$ cat src/rtl/fetch_controller_if.sv
// Fetch bus bundle: instruction-memory index/data and the valid/ready queue head toward decode.
`timescale 1ns/1ps
interface fetch_controller_if #(
  parameter int unsigned DATA_BITS = 32
);
  logic [DATA_BITS-1:0] imem_index;
  logic [DATA_BITS-1:0] imem_instruction;
  logic                 if_valid;
  logic [DATA_BITS-1:0] if_instruction;
  logic [DATA_BITS-1:0] if_index;
  logic                 if_ready;

  modport master (
    output imem_index,
    input  imem_instruction,
    output if_valid,
    output if_instruction,
    output if_index,
    input  if_ready
  );

  modport slave (
    input  imem_index,
    output imem_instruction,
    input  if_valid,
    input  if_instruction,
    input  if_index,
    output if_ready
  );
endinterface

$ cat src/rtl/fetch_controller.sv
// Instruction fetch sequencer: issues word indices to a 1-cycle synchronous IMEM,
// buffers returned words in a 2-entry FIFO and presents them to decode via valid/ready.
`timescale 1ns/1ps
module fetch_controller #(
  parameter int unsigned DATA_BITS = 32,
  parameter int unsigned IMEM_SIZE = 128,
  parameter int unsigned RESET_PC  = 0
) (
  input  logic                 clk,
  input  logic                 rst_n,
  input  logic                 start,
  input  logic                 halt,
  input  logic                 redirect_valid,
  input  logic [DATA_BITS-1:0] redirect_index,
  fetch_controller_if.master   bus,
  output logic                 fault,
  output logic                 busy
);

  localparam logic [DATA_BITS-1:0] LAST_IDX  = DATA_BITS'(IMEM_SIZE - 1);
  localparam logic [DATA_BITS-1:0] RESET_IDX = DATA_BITS'(RESET_PC);

  typedef enum logic [1:0] {
    S_IDLE,
    S_RUN,
    S_HALT,
    S_FAULT
  } state_t;

  state_t               state_q, state_d;
  logic [DATA_BITS-1:0] fetch_pc_q, fetch_pc_d;
  logic [DATA_BITS-1:0] inflight_idx_q, inflight_idx_d;
  logic                 inflight_q, inflight_d;

  logic [DATA_BITS-1:0] q_instr [2];
  logic [DATA_BITS-1:0] q_idx   [2];
  logic                 rd_ptr_q, wr_ptr_q;
  logic [1:0]           count_q;

  logic                 head_valid;
  logic                 pop, push, issue, redir, target_ok, credit;
  logic [2:0]           occupancy;
  logic [DATA_BITS-1:0] next_pc;

  assign head_valid = (count_q != 2'd0);
  assign pop        = head_valid & bus.if_ready;
  assign redir      = redirect_valid & ((state_q == S_RUN) | (state_q == S_HALT));
  assign target_ok  = (redirect_index <= LAST_IDX);

  // Words already owed to the queue (stored + in flight) minus the one leaving now.
  assign occupancy  = 3'(count_q) + 3'(inflight_q) - 3'(pop);
  assign credit     = (occupancy < 3'd2);

  assign issue      = (state_q == S_RUN) & ~halt & ~redirect_valid & credit;
  assign push       = inflight_q & ~redir;
  assign next_pc    = (fetch_pc_q == LAST_IDX) ? '0 : fetch_pc_q + 1'b1;

  always_ff @(posedge clk or negedge rst_n) begin
    if (!rst_n) begin
      state_q        <= S_IDLE;
      fetch_pc_q     <= RESET_IDX;
      inflight_q     <= 1'b0;
      inflight_idx_q <= '0;
    end else begin
      state_q        <= state_d;
      fetch_pc_q     <= fetch_pc_d;
      inflight_q     <= inflight_d;
      inflight_idx_q <= inflight_idx_d;
    end
  end

  always_comb begin
    state_d        = state_q;
    fetch_pc_d     = fetch_pc_q;
    inflight_d     = issue;
    inflight_idx_d = inflight_idx_q;

    unique case (state_q)
      S_IDLE: begin
        if (start) begin
          state_d    = S_RUN;
          fetch_pc_d = RESET_IDX;
        end
      end
      S_RUN: begin
        if (redir && !target_ok) state_d = S_FAULT;
        else if (halt)           state_d = S_HALT;
      end
      S_HALT: begin
        if (redir && !target_ok)  state_d = S_FAULT;
        else if (start && !halt)  state_d = S_RUN;
      end
      S_FAULT: begin
        state_d = S_FAULT;
      end
      default: state_d = S_IDLE;
    endcase

    // A redirect never coincides with an issue, so the two pc updates are exclusive.
    if (redir && target_ok) begin
      fetch_pc_d = redirect_index;
    end else if (issue) begin
      fetch_pc_d     = next_pc;
      inflight_idx_d = fetch_pc_q;
    end
  end

  always_ff @(posedge clk or negedge rst_n) begin
    if (!rst_n) begin
      for (int unsigned i = 0; i < 2; i++) begin
        q_instr[i] <= '0;
        q_idx[i]   <= '0;
      end
      rd_ptr_q <= 1'b0;
      wr_ptr_q <= 1'b0;
      count_q  <= 2'd0;
    end else if (redir) begin
      rd_ptr_q <= 1'b0;
      wr_ptr_q <= 1'b0;
      count_q  <= 2'd0;
    end else begin
      if (push) begin
        q_instr[wr_ptr_q] <= bus.imem_instruction;
        q_idx[wr_ptr_q]   <= inflight_idx_q;
        wr_ptr_q          <= ~wr_ptr_q;
      end
      if (pop) begin
        rd_ptr_q <= ~rd_ptr_q;
      end
      count_q <= count_q + 2'(push) - 2'(pop);
    end
  end

  assign bus.imem_index     = fetch_pc_q;
  assign bus.if_valid       = head_valid;
  assign bus.if_instruction = head_valid ? q_instr[rd_ptr_q] : '0;
  assign bus.if_index       = head_valid ? q_idx[rd_ptr_q]   : '0;

  assign fault = (state_q == S_FAULT);
  assign busy  = (state_q == S_RUN) | inflight_q | head_valid;

  a_no_overflow: assert property (@(posedge clk) disable iff (!rst_n)
    !(push && !pop && count_q == 2'd2));

endmodule
$ cat src/flat_wrapper.sv
// flat-port wrapper written by rule: the top's interface ports become plain ports
module fetch_controller_flat 
#(
  parameter int unsigned DATA_BITS = 32,
  parameter int unsigned IMEM_SIZE = 128,
  parameter int unsigned RESET_PC  = 0
)
  (clk, rst_n, start, halt, redirect_valid, redirect_index, fault, busy, bus_imem_index, bus_imem_instruction, bus_if_valid, bus_if_instruction, bus_if_index, bus_if_ready);
  fetch_controller_if #(.DATA_BITS(DATA_BITS)) bus_i ();
  input  logic clk;
  input  logic rst_n;
  input  logic start;
  input  logic halt;
  input  logic redirect_valid;
  input  logic [DATA_BITS-1:0] redirect_index;
  output logic fault;
  output logic busy;
  output wire logic [$bits(bus_i.imem_index)-1:0] bus_imem_index;
  input wire logic [$bits(bus_i.imem_instruction)-1:0] bus_imem_instruction;
  output wire logic [$bits(bus_i.if_valid)-1:0] bus_if_valid;
  output wire logic [$bits(bus_i.if_instruction)-1:0] bus_if_instruction;
  output wire logic [$bits(bus_i.if_index)-1:0] bus_if_index;
  input wire logic [$bits(bus_i.if_ready)-1:0] bus_if_ready;
  assign bus_imem_index = bus_i.imem_index;
  assign bus_i.imem_instruction = bus_imem_instruction;
  assign bus_if_valid = bus_i.if_valid;
  assign bus_if_instruction = bus_i.if_instruction;
  assign bus_if_index = bus_i.if_index;
  assign bus_i.if_ready = bus_if_ready;
  fetch_controller #(.DATA_BITS(DATA_BITS), .IMEM_SIZE(IMEM_SIZE), .RESET_PC(RESET_PC)) u_core (.clk(clk), .rst_n(rst_n), .start(start), .halt(halt), .redirect_valid(redirect_valid), .redirect_index(redirect_index), .bus(bus_i), .fault(fault), .busy(busy));
endmodule
$ cat config.mk
export PLATFORM = sky130hd
export DESIGN_NAME = fetch_controller_flat
export DESIGN_NICKNAME = d
export VERILOG_FILES = /design/src/rtl/fetch_controller_if.sv /design/src/rtl/fetch_controller.sv /design/src/flat_wrapper.sv
export SDC_FILE = /design/constraint.sdc
export NUM_CORES = 1
export LEC_CHECK = 0
export BUFFER_PORTS_ARGS = -buffer_cell sky130_fd_sc_hd__buf_2
export CAP_MARGIN = 5
export CORE_MARGIN = 1
export CORE_UTILIZATION = 40
export DETAILED_ROUTE_END_ITERATION = 8
export GPL_ROUTABILITY_DRIVEN = 0
export SETUP_SLACK_MARGIN = 0.1
export SYNTH_ARGS = -nofsm -noshare
export SYNTH_HDL_FRONTEND = slang
export SYNTH_SLANG_ARGS = --single-unit
export TNS_END_PERCENT = 5
$ cat constraint.sdc
create_clock -name clk -period 3.3 [get_ports clk]
set_input_delay 0.33 -clock clk [delete_from_list [all_inputs] [get_ports clk]]
set_output_delay 0.33 -clock clk [all_outputs]
set_load 0.05 [all_outputs]
=== Yosys cells after proc, flatten, opt, wreduce, memory -nomap -nowiden ===
Cells that the tools add are included.

* Register bits after elaboration: 199
* Output and inout bits: 99
* Input port bits: 70

* Reductions and logical operators: 16
* Bitwise gates (word level): 17
* Add/subtract/negate cells: 5
* Equal/unequal tests: 7
* $lt $le $gt $ge: 5
* Muxes and demuxes: 28

{| class="wikitable"
|+ Operator list
! operator !! count
|-
| two-way mux 32 bit || 14
|-
| bitwise mux 64 bit || 2
|-
| adder 32 x 1 -> 32 bit (second input constant) || 1
|-
| demux 32 bit (select 1 bit) || 1
|-
| == test 32 x 7 -> 1 bit (second input constant) || 1
|-
| less-or-equal comparator 32 x 7 -> 1 bit (second input constant) || 1
|-
| two-way mux 2 bit || 6
|-
| one-hot mux 2 bit (4 select lines) || 1
|-
| AND 1 bit || 6
|-
| != test 3 bit (second input constant) || 2
|-
| inverter 1 bit || 6
|-
| AND reduction 2 bit || 3
|-
| nonzero test 2 bit || 3
|-
| nonzero test 3 bit || 2
|-
| == test 2 bit (second input constant) || 2
|-
| greater-or-equal comparator 2 bit (second input constant) || 2
|-
| logical AND 1 bit || 4
|-
| two-way mux 1 bit || 4
|-
| inverter 1 -> 2 bit || 2
|-
| adder 2 x 1 -> 3 bit || 1
|-
| less-than comparator 3 x 2 -> 1 bit (second input constant) || 1
|-
| OR 1 bit || 3
|-
| AND reduction 3 bit || 1
|-
| subtractor 3 x 1 -> 3 bit || 1
|-
| other kinds (7) || 8
|}

=== Logic depth before layout (Yosys ltp) ===
Gate-level depths: netlist (run 1).

* Word-level depth: 8
* Gate-level depth with buffers: 13

=== Worst setup path after synthesis (run 1) ===
OpenSTA, ideal clock, no wires.

* Path type: flip-flop to flip-flop
* Start: reg u_core.count_q[1]
* End: reg u_core.fetch_pc_q[26] (netlist: u_core.bus.imem_index[26])
* Period minus slack after synthesis: 2979 ps
* Arrival time: 2855 ps
* Path slack: 321 ps
* Stages on the path, launching flop included: 14
* Cell sequence: dfrtp_1 -> nor2_1 -> nor2b_1 -> ha_1 -> nor2_1 -> fa_1 -> nor4b_2 -> nand2_1 -> inv_2 -> a21oi_1 -> nor2b_1 -> buf_2 -> buf_2 -> a211o_1

* Cells in the longest elaborated chain, start to end: 7

{| class="wikitable"
|+ Ends and longest elaborated chain
! item !! RTL line !! source
|-
| start: declaration || fetch_controller.sv:38 || <nowiki>logic [1:0] count_q;</nowiki>
|-
| start signal: assignment || fetch_controller.sv:130 || <nowiki>count_q <= count_q + 2'(push) - 2'(pop);</nowiki>
|-
| parallel branches: the longest is 2 deep, another holds adder 2 x 1 -> 3 bit || n/a ||
|-
| subtractor 3 x 1 -> 3 bit * || fetch_controller.sv:51 || <nowiki>assign occupancy = 3'(count_q) + 3'(inflight_q) - 3'(pop);</nowiki>
|-
| less-than comparator 3 x 2 -> 1 bit * || fetch_controller.sv:52 || <nowiki>assign credit = (occupancy < 3'd2);</nowiki>
|-
| AND 1 bit * || fetch_controller.sv:54 || <nowiki>assign issue = (state_q == S_RUN) & ~halt & ~redirect_valid & credit;</nowiki>
|-
| nonzero test 3 bit (no source line) / two-way mux 32 bit (equally long branches) || n/a ||
|-
| AND reduction 2 bit (no source line) / two-way mux 32 bit (equally long branches) || n/a ||
|-
| end signal: assignment || fetch_controller.sv:66 || <nowiki>fetch_pc_q <= fetch_pc_d;</nowiki>
|-
| end: declaration || fetch_controller.sv:31 || <nowiki>logic [DATA_BITS-1:0] fetch_pc_q, fetch_pc_d;</nowiki>
|}

Mark *: on every way between the ends.
A chain may end at the register's enable or synchronous reset.

=== Final worst setup path (run 1) ===
* Start: reg u_core.count_q[1]
* End: reg u_core.fetch_pc_q[29] (netlist: u_core.bus.imem_index[29])

The elaborated chain is that of the path after synthesis.

==> results of run 1 <==
-- kinds of logic (layout without fill, tap and decap cells) --
| group | count (synthesis) | count (layout) | share of synthesized area [%] |
|---|---|---|---|
| buffers and inverters | 65 | 241 | 2.80 |
| flip-flops | 199 | 199 | 52.8 |
| AND/OR/NAND/NOR | 302 | 302 | 15.1 |
| adder cells (fa/ha/maj) | 9 | 9 | 1.27 |
| XOR/XNOR | 7 | 7 | 0.650 |
| AO/OA/AOI/OAI | 70 | 70 | 5.20 |
| multiplexers | 193 | 193 | 22.2 |
-- registers in the layout, summed over array words and instances (netlist names) --
| signal | cells |
|---|---|
| u_core.q_idx | 64 |
| u_core.q_instr | 64 |
| u_core.bus.imem_index | 32 |
| u_core.inflight_idx_q | 32 |
| u_core.count_q | 2 |
| u_core.state_q | 2 |
| u_core.inflight_q | 1 |
| u_core.rd_ptr_q | 1 |
| u_core.wr_ptr_q | 1 |
-- worst paths after layout --
path | startpoint | to | slack, ns | cells past startpoint
hold reg to reg | u_core.inflight_idx_q[6] | u_core.inflight_idx_q[6] | 0.50 | 2
setup reg to reg | u_core.count_q[1] | u_core.bus.imem_index[29] | 0.34 | 11
max in group asynchronous | rst_n | u_core.bus.imem_index[30] | 1.89 | 3
min in group asynchronous | rst_n | u_core.q_instr[28] | 0.55 | 2
setup / recovery | u_core.count_q[1] | u_core.bus.imem_index[29] | 0.34 | 11
hold / removal | redirect_index[0] | u_core.bus.imem_index[0] | 0.11 | 2
-- power breakdown --
part	internal, uW	switching (uW)
clock	1080	966
sequential	2900	326
combinational	1060	2000
-- worst register-to-register path, cell delays in order, from the launching register on --
cell and delay [ns]:
sky130_fd_sc_hd__dfrtp_1 0.45, sky130_fd_sc_hd__nor2_4 0.06, sky130_fd_sc_hd__nor2b_1 0.16, sky130_fd_sc_hd__ha_1 0.25
sky130_fd_sc_hd__nor2_1 0.12, sky130_fd_sc_hd__fa_1 0.44, sky130_fd_sc_hd__nor4b_2 0.27, sky130_fd_sc_hd__nand2_1 0.12
sky130_fd_sc_hd__inv_2 0.17, sky130_fd_sc_hd__o31ai_2 0.20, sky130_fd_sc_hd__or4_1 0.54, sky130_fd_sc_hd__o211ai_1 0.09
-- cells in the final DEF (no fill, tap or decap), types with 5 or more instances in the layout --
master | Yosys | final
sky130_fd_sc_hd__buf_4 | 1 | 24
sky130_fd_sc_hd__mux2_2 | 129 | 129
sky130_fd_sc_hd__nand2_1 | 104 | 103
sky130_fd_sc_hd__a211o_1 | 16 | 16
sky130_fd_sc_hd__dfrtp_1 | 199 | 198
sky130_fd_sc_hd__nor2_1 | 82 | 81
sky130_fd_sc_hd__nand3_1 | 23 | 23
sky130_fd_sc_hd__nand4_1 | 16 | 16
sky130_fd_sc_hd__inv_6 | 0 | 5
sky130_fd_sc_hd__nor4_1 | 11 | 11
sky130_fd_sc_hd__o21ai_0 | 13 | 13
sky130_fd_sc_hd__inv_1 | 13 | 13
sky130_fd_sc_hd__a31oi_1 | 12 | 12
sky130_fd_sc_hd__nor3_1 | 24 | 24
sky130_fd_sc_hd__a21oi_1 | 8 | 8
sky130_fd_sc_hd__nor2b_1 | 10 | 10
sky130_fd_sc_hd__mux2i_1 | 64 | 64
sky130_fd_sc_hd__and3_1 | 12 | 12
sky130_fd_sc_hd__clkbuf_16 | 0 | 17
sky130_fd_sc_hd__buf_2 | 13 | 167
sky130_fd_sc_hd__ha_1 | 8 | 8
-- timing repair --
action | in CTS | in global routing
endpoints found under the hold margin | 10 | 0
hold buffers | 1 | 0
endpoints found under the setup margin | 0 | 9
buffers inserted | 0 | 2
-- layer usage --
metal	vias to the layer above	track usage, %	share of wire, %
li1	3318	-	-
met1	3387	27.1	49
met2	189	30.3	46
met3	9	3.64	4.7
met4	0	4.11	0.55
met5	-	0	0
-- area by class of cell --
| class | count | area, um2 |
|---|---|---|
| Clock buffer | 18 | 439 |
| Clock inverter | 14 | 139 |
| Fill cell | 2178 | 11600 |
| Inverter | 14 | 52.6 |
| Multi-Input combinational cell | 581 | 4210 |
| Sequential cell | 199 | 4980 |
| Tap cell | 313 | 392 |
| Timing Repair Buffer | 195 | 1080 |
-- through the flow --
step / total power, uW / instances
floorplan: 5540 / 845
global placement: 6320 / 1299
detailed placement: 6370 / 1299
CTS: 8460 / 1332
global route: 8800 / 1334
finish: 8330 / 1334
==> impl_table.tex, run 1 <==
\begin{tabular}{lr}
\hline
Metric & Value \\
\hline
\multicolumn{2}{l}{\textbf{Yosys}} \\
\quad Share of synthesized area occupied by flip-flops and latches & 52.8\% \\
\quad Most repeated cell in the gate-level netlist after synthesis & sky130\_fd\_sc\_hd\_\_dfrtp\_1 \\
\quad FFs w/ async S/R, synth & 100\% \\
\quad Yosys reg bits & 199 \\
\quad Number of unique standard cell types used by synthesis & 49 \\
\quad Synth Warn \# & 0 \\
\quad Synth Net Count & 924 \\
\quad Netlist area before placement & 0.00944 mm2 \\
\quad Post-Synthesis Mean Instance Area & 11.2 um2 \\
\quad Most used flip-flop cell after synthesis & sky130\_fd\_sc\_hd\_\_dfrtp\_1 \\
\quad Post-synth top area share & 52.8\% \\
\quad Leading post-synthesis cells by instance count & sky130\_fd\_sc\_hd\_\_dfrtp\_1, sky130\_fd\_sc\_hd\_\_mux2\_2, sky130\_fd\_sc\_hd\_\_nand2\_1 \\
\quad Dominant cells by area after synthesis & sky130\_fd\_sc\_hd\_\_dfrtp\_1, sky130\_fd\_sc\_hd\_\_mux2\_2, sky130\_fd\_sc\_hd\_\_mux2i\_1 \\
\quad Area leader, netlist & sky130\_fd\_sc\_hd\_\_dfrtp\_1 \\
\quad Count of flip-flops with a built-in enable after synthesis & 0 \\
\quad Post-synthesis cell count & 845 \\
\multicolumn{2}{l}{\textbf{Finish}} \\
\quad Area growth from synthesis to layout & 19.7\% \\
\quad Layout cells sized above 1 & 36.0\% \\
\quad Final nets & 1,087 \\
\quad Finished layout cell area & 0.0113 mm2 \\
\quad Antenna cells & 0 \\
\quad Final cell utilization of the core & 49.3\% \\
\multicolumn{2}{l}{\textbf{Timing}} \\
\quad Worst slack on hold paths & 0.111 ns \\
\quad Final Critical Period & 2.96 ns \\
\quad Least-Margin Pin Slew & 0.781 ns \\
\quad Final hold violation count & 0 \\
\quad Fmax achieved & 338 MHz \\
\quad Final setup violating endpoints & 0 \\
\quad Total Negative Setup Slacks & 0 ns \\
\quad Worst setup slack after layout & 0.339 ns \\
\quad Clock skew & 0.00970 ns \\
\quad Final cycle utilization of the critical path & 89.7\% \\
\quad Setup repair after global routing missed its margin & true \\
\quad Relative slew slack & 47.9\% \\
\quad Count of pins over their slew limit & 0 \\
\multicolumn{2}{l}{\textbf{Routing}} \\
\quad TritonRoute pass-1 iters & 5 \\
\quad Number of design-rule violations left by the first detailed-router iteration & 332 \\
\quad Final routed wire length divided by cell count & 16.5 um \\
\quad Number of nets with antenna violations after routing & 0 \\
\quad Sum of routed wire length over all layers & 22.1 mm \\
\quad Via density & 5.17 \\
\quad DRC violation count after routing & 0 \\
\quad Via count & 6,903 \\
\multicolumn{2}{l}{\textbf{GRT}} \\
\quad Via count of the first global-routing pass & 6,764 \\
\quad Wire length of the first global-routing pass & 36.1 mm \\
\quad Largest net degree at the start of global routing & 96 \\
\quad Number of antenna violations at the first check in global routing & 0 \\
\quad Total overflow reported by the global router & 0 \\
\quad All-layer global routing usage & 19.1\% \\
\multicolumn{2}{l}{\textbf{Floorplanning}} \\
\quad Floorplan die area & 0.0242 mm2 \\
\quad Core Rows & 55 \\
\quad Core box area & 0.0229 mm2 \\
\quad Chip height & 156 um \\
\quad Starting density of the core & 41.2\% \\
\quad Boundary Pins & 169 \\
\quad Die boundary width & 156 um \\
\multicolumn{2}{l}{\textbf{Placed design}} \\
\quad Post-placement setup slack & 0.311 ns \\
\quad Detailed Place HPWL & 15.0 mm \\
\quad Cell area reported after detailed placement & 0.0107 mm2 \\
\quad Count of buffers inserted at the top-level ports & 168 \\
\multicolumn{2}{l}{\textbf{Power and ir drop}} \\
\quad Power per unit of standard cell area & 738 mW/mm2 \\
\quad Leak Pwr & 0.00587 uW \\
\quad Largest voltage drop on the vdd net & 0.305 mV \\
\multicolumn{2}{l}{\textbf{Clocking}} \\
\quad Clock tree from TritonCTS & done \\
\quad Num CTS Buffers & 17 \\
\quad CTS Root Cell & sky130\_fd\_sc\_hd\_\_clkbuf\_16 \\
\quad H-tree depth & 4 \\
\quad Worst-skew pair later-pin latency & 0.43 ns \\
\quad Bufs on Longest Clock Path & 2 \\
\quad Count of clock tree sinks & 199 \\
\quad Clock Pin Slew Worst Setup and Hold Paths & 0.07 ns \\
\quad Post-cts repair resize count & 0 \\
\multicolumn{2}{l}{\textbf{Setup path}} \\
\quad Class of the most critical setup path & reg2reg \\
\quad List of cells traversed by the critical path & nor2\_4 > nor2b\_1 > ha\_1 > nor2\_1 > fa\_1 > nor4b\_2 > nand2\_1 > inv\_2 > o31ai\_2 > or4\_1 > o211ai\_1 \\
\quad Type of origin of the critical path & flip-flop \\
\quad Cell type of the slowest stage on the worst timing path & sky130\_fd\_sc\_hd\_\_or4\_1 \\
\quad Data required, critical path & 3.65 ns \\
\quad Critical path fanouts, max & 9 \\
\quad Number of buffer and inverter instances along the worst setup path & 1 \\
\quad Peak per-stage delay on the critical path & 0.54 ns \\
\quad Cell family with most CP delay & simple AND/OR/NAND/NOR gates \\
\quad Element type at the critical path end & flip-flop \\
\quad CP arrival & 3.31 ns \\
\multicolumn{2}{l}{\textbf{Run}} \\
\quad Max-cap violations & 0 \\
\multicolumn{2}{l}{\textbf{Worst hold path}} \\
\quad Path class of the lowest-slack min-delay path & in2reg \\
\multicolumn{2}{l}{\textbf{Status}} \\
\quad Result of the run & finished clean \\
\hline
\end{tabular}
(Power assumes the default switching activity.)
==> run 2, diff against run 1 <==
--- a/config.mk
+++ b/config.mk
@@ -7,10 +7,13 @@
 export LEC_CHECK = 0
 export BUFFER_PORTS_ARGS = -buffer_cell sky130_fd_sc_hd__buf_2
 export CAP_MARGIN = 5
+export CELL_PAD_IN_SITES_DETAIL_PLACEMENT = 0
+export CELL_PAD_IN_SITES_GLOBAL_PLACEMENT = 1
 export CORE_MARGIN = 1
 export CORE_UTILIZATION = 40
 export DETAILED_ROUTE_END_ITERATION = 8
 export GPL_ROUTABILITY_DRIVEN = 0
+export PLACE_DENSITY_LB_ADDON = 0.1
 export SETUP_SLACK_MARGIN = 0.1
 export SYNTH_ARGS = -nofsm -noshare
 export SYNTH_HDL_FRONTEND = slang
==> run 2 against run 1 <==
- combinational power is essentially flat
- worst hold slack lost 0.16 ns
- clock skew grew 0.0077 ns
- highest routed layer unchanged
- final cell count grew 0.15%
- clock-buffer cell count grew 1
- flip-flop and latch count is the same
- first-iteration DRC count shrank 11%
- critical endpoint unchanged
- via count grew 1.2%
- the run now ends with hold timing left
- non-clock buffer count grew 2
- cell area grew 0.71%
- total power grew 0.27%
- global-route usage grew 0.39 points
==> impl_table.tex, run 2 (synthesis results as in run 1) <==
\begin{tabular}{lr}
\hline
Metric & Value \\
\hline
\multicolumn{2}{l}{\textbf{Clocking}} \\
\quad Post-cts repair resize count & 0 \\
\quad Count of clock tree sinks & 199 \\
\quad Worst-skew pair later-pin latency & 0.44 ns \\
\quad Num CTS Buffers & 17 \\
\quad H-tree depth & 4 \\
\quad CTS Root Cell & sky130\_fd\_sc\_hd\_\_clkbuf\_16 \\
\quad Clock tree from TritonCTS & done \\
\quad Clock Pin Slew Worst Setup and Hold Paths & 0.07 ns \\
\quad Post-CTS Setup Bufs & 0 \\
\quad Total of hold buffers inserted after clock tree synthesis & 0 \\
\quad Bufs on Longest Clock Path & 2 \\
\multicolumn{2}{l}{\textbf{Floorplanning}} \\
\quad Core Rows & 55 \\
\quad Die boundary width & 156 um \\
\quad Starting density of the core & 41.2\% \\
\quad Boundary Pins & 169 \\
\quad Core box area & 0.0229 mm2 \\
\quad Floorplan die area & 0.0242 mm2 \\
\quad Chip height & 156 um \\
\multicolumn{2}{l}{\textbf{GRT}} \\
\quad Total overflow reported by the global router & 0 \\
\quad All-layer global routing usage & 19.5\% \\
\quad Largest net degree at the start of global routing & 96 \\
\quad Wire length of the first global-routing pass & 36.9 mm \\
\quad Number of antenna violations at the first check in global routing & 0 \\
\quad Via count of the first global-routing pass & 6,854 \\
\multicolumn{2}{l}{\textbf{Setup path}} \\
\quad CP arrival & 3.27 ns \\
\quad Cell type of the slowest stage on the worst timing path & sky130\_fd\_sc\_hd\_\_or4\_1 \\
\quad Peak per-stage delay on the critical path & 0.54 ns \\
\quad Type of origin of the critical path & flip-flop \\
\quad Critical path fanouts, max & 12 \\
\quad Data required, critical path & 3.66 ns \\
\quad Element type at the critical path end & flip-flop \\
\quad List of cells traversed by the critical path & nor2\_4 > nor2b\_2 > ha\_1 > nor2\_1 > fa\_1 > nor4b\_2 > nand2\_1 > inv\_2 > o31ai\_2 > or4\_1 > o211ai\_1 \\
\quad Class of the most critical setup path & reg2reg \\
\multicolumn{2}{l}{\textbf{Timing}} \\
\quad Count of pins over their slew limit & 0 \\
\quad Final Critical Period & 2.91 ns \\
\quad Clock skew & 0.0174 ns \\
\quad Final cycle utilization of the critical path & 88.3\% \\
\quad Final setup violating endpoints & 0 \\
\quad Fmax achieved & 343 MHz \\
\quad Total Negative Setup Slacks & 0 ns \\
\quad Worst slack on hold paths & -0.0486 ns \\
\quad Setup repair after global routing missed its margin & false \\
\quad Final hold violation count & 15 \\
\quad Least-Margin Pin Slew & 0.900 ns \\
\quad Relative slew slack & 39.6\% \\
\multicolumn{2}{l}{\textbf{Finish}} \\
\quad Commonest non-fill, non-tap cell in the layout & sky130\_fd\_sc\_hd\_\_dfrtp\_1 \\
\quad Antenna cells & 0 \\
\quad Layout cells sized above 1 & 36.2\% \\
\quad Final nets & 1,089 \\
\quad Biggest registers after layout & u\_core.q\_idx (64), u\_core.q\_instr (64) \\
\quad Fill cell instance count of the final layout & 2,178 \\
\quad Area growth from synthesis to layout & 20.6\% \\
\quad Leading cell types in the layout, fill and taps excluded & sky130\_fd\_sc\_hd\_\_dfrtp\_1, sky130\_fd\_sc\_hd\_\_buf\_2, sky130\_fd\_sc\_hd\_\_mux2\_2 \\
\quad Post-route insts no fill & 1,336 \\
\multicolumn{2}{l}{\textbf{Placed design}} \\
\quad Detailed Place HPWL & 15.4 mm \\
\quad Cells after DPL & 1,304 \\
\quad Count of buffers inserted at the top-level ports & 168 \\
\multicolumn{2}{l}{\textbf{Power and ir drop}} \\
\quad Leak Pwr & 0.00590 uW \\
\quad Power per unit of standard cell area & 734 mW/mm2 \\
\quad Largest voltage drop on the vdd net & 0.313 mV \\
\multicolumn{2}{l}{\textbf{Routing}} \\
\quad Via count & 6,986 \\
\quad Final routed wire length divided by cell count & 16.8 um \\
\quad Sum of routed wire length over all layers & 22.4 mm \\
\quad Number of design-rule violations left by the first detailed-router iteration & 295 \\
\quad Via density & 5.23 \\
\quad Number of nets with antenna violations after routing & 0 \\
\quad DRC violation count after routing & 0 \\
\quad TritonRoute pass-1 iters & 4 \\
\multicolumn{2}{l}{\textbf{Status}} \\
\quad Result of the run & finished, violations left \\
\quad Violated checks & hold timing \\
\multicolumn{2}{l}{\textbf{Worst hold path}} \\
\quad Path class of the lowest-slack min-delay path & in2async \\
\multicolumn{2}{l}{\textbf{Run}} \\
\quad Max-cap violations & 0 \\
\hline
\end{tabular}
run 2: changes by cell type in the layout (fill, tap and decap cells not counted), sizes merged:
cell,change
bufinv,+1
buf,+3
clkinvlp,+1
clkbuf,+1
inv,-4
dlygate4sd3,-1
clkinv,+1
run 2: layout make-up:
cell class,instances,area [um2],area share (%)
flip-flops and latches,199,4980,43.8
multi-input cells,581,4220,37.0
repair buffers,197,1150,10.1
clock buffers,19,433,3.80
well taps,313,392,3.44
clock inverters,13,148,1.30
inverters,14,52.6,0.462
run 2: metrics by stage:
step	utilization, %	area (um2)	worst slack, ns	power [uW]	hold WS [ns]
floorplan	-	9440	0.321	5540	0.0344
global placement	47.1	10800	0.290	6350	0.483
detailed placement	47.1	10800	0.270	6380	0.481
CTS	49.6	11400	0.236	8460	0.0140
global route	49.7	11400	0.113	8840	0.0277
finish	49.7	11400	0.386	8360	-0.0486
run 2: report_power, final:
part | total, uW | switching [uW] | leakage, uW | internal, uW
Clock | 2070 | 944 | 0.000276 | 1130
Combinational | 3030 | 1970 | 0.00293 | 1070
Sequential | 3250 | 357 | 0.00269 | 2900
Total | 8360 | 3270 | 0.00590 | 5090
run 2: critical path: cells and delay by family, from the launching register on:
kind / cells / cell delay (ns)
buffers and inverters: 1 / 0.12
AOI/OAI and AO/OA: 2 / 0.29
DFF: 1 / 0.46
adders and majority gates: 2 / 0.69
and+or+nand+nor: 6 / 1.29
run 2: final timing paths:
path,start,to,slack [ns],cells past startpoint
min,rst_n,u_core.q_instr[59],-0.05,1
max reg2reg,u_core.count_q[1],u_core.bus.imem_index[29],0.39,11
min in group clk,redirect_index[0],u_core.bus.imem_index[0],0.11,2
min reg2reg,u_core.inflight_idx_q[10],u_core.inflight_idx_q[10],0.50,2
max in group asynchronous,rst_n,u_core.q_idx[42],2.50,2
max,u_core.count_q[1],u_core.bus.imem_index[29],0.39,11
run 2: layer usage:
layer / wire length, um / up-vias / track usage [%] / share of wire, %
met5: 0 / - / 0 / 0
met4: 242 / 0 / 4.95 / 1.1
met3: 1190 / 18 / 3.75 / 5.3
met2: 9930 / 193 / 29.9 / 44
met1: 11000 / 3452 / 28.2 / 49
li1: - / 3323 / - / -
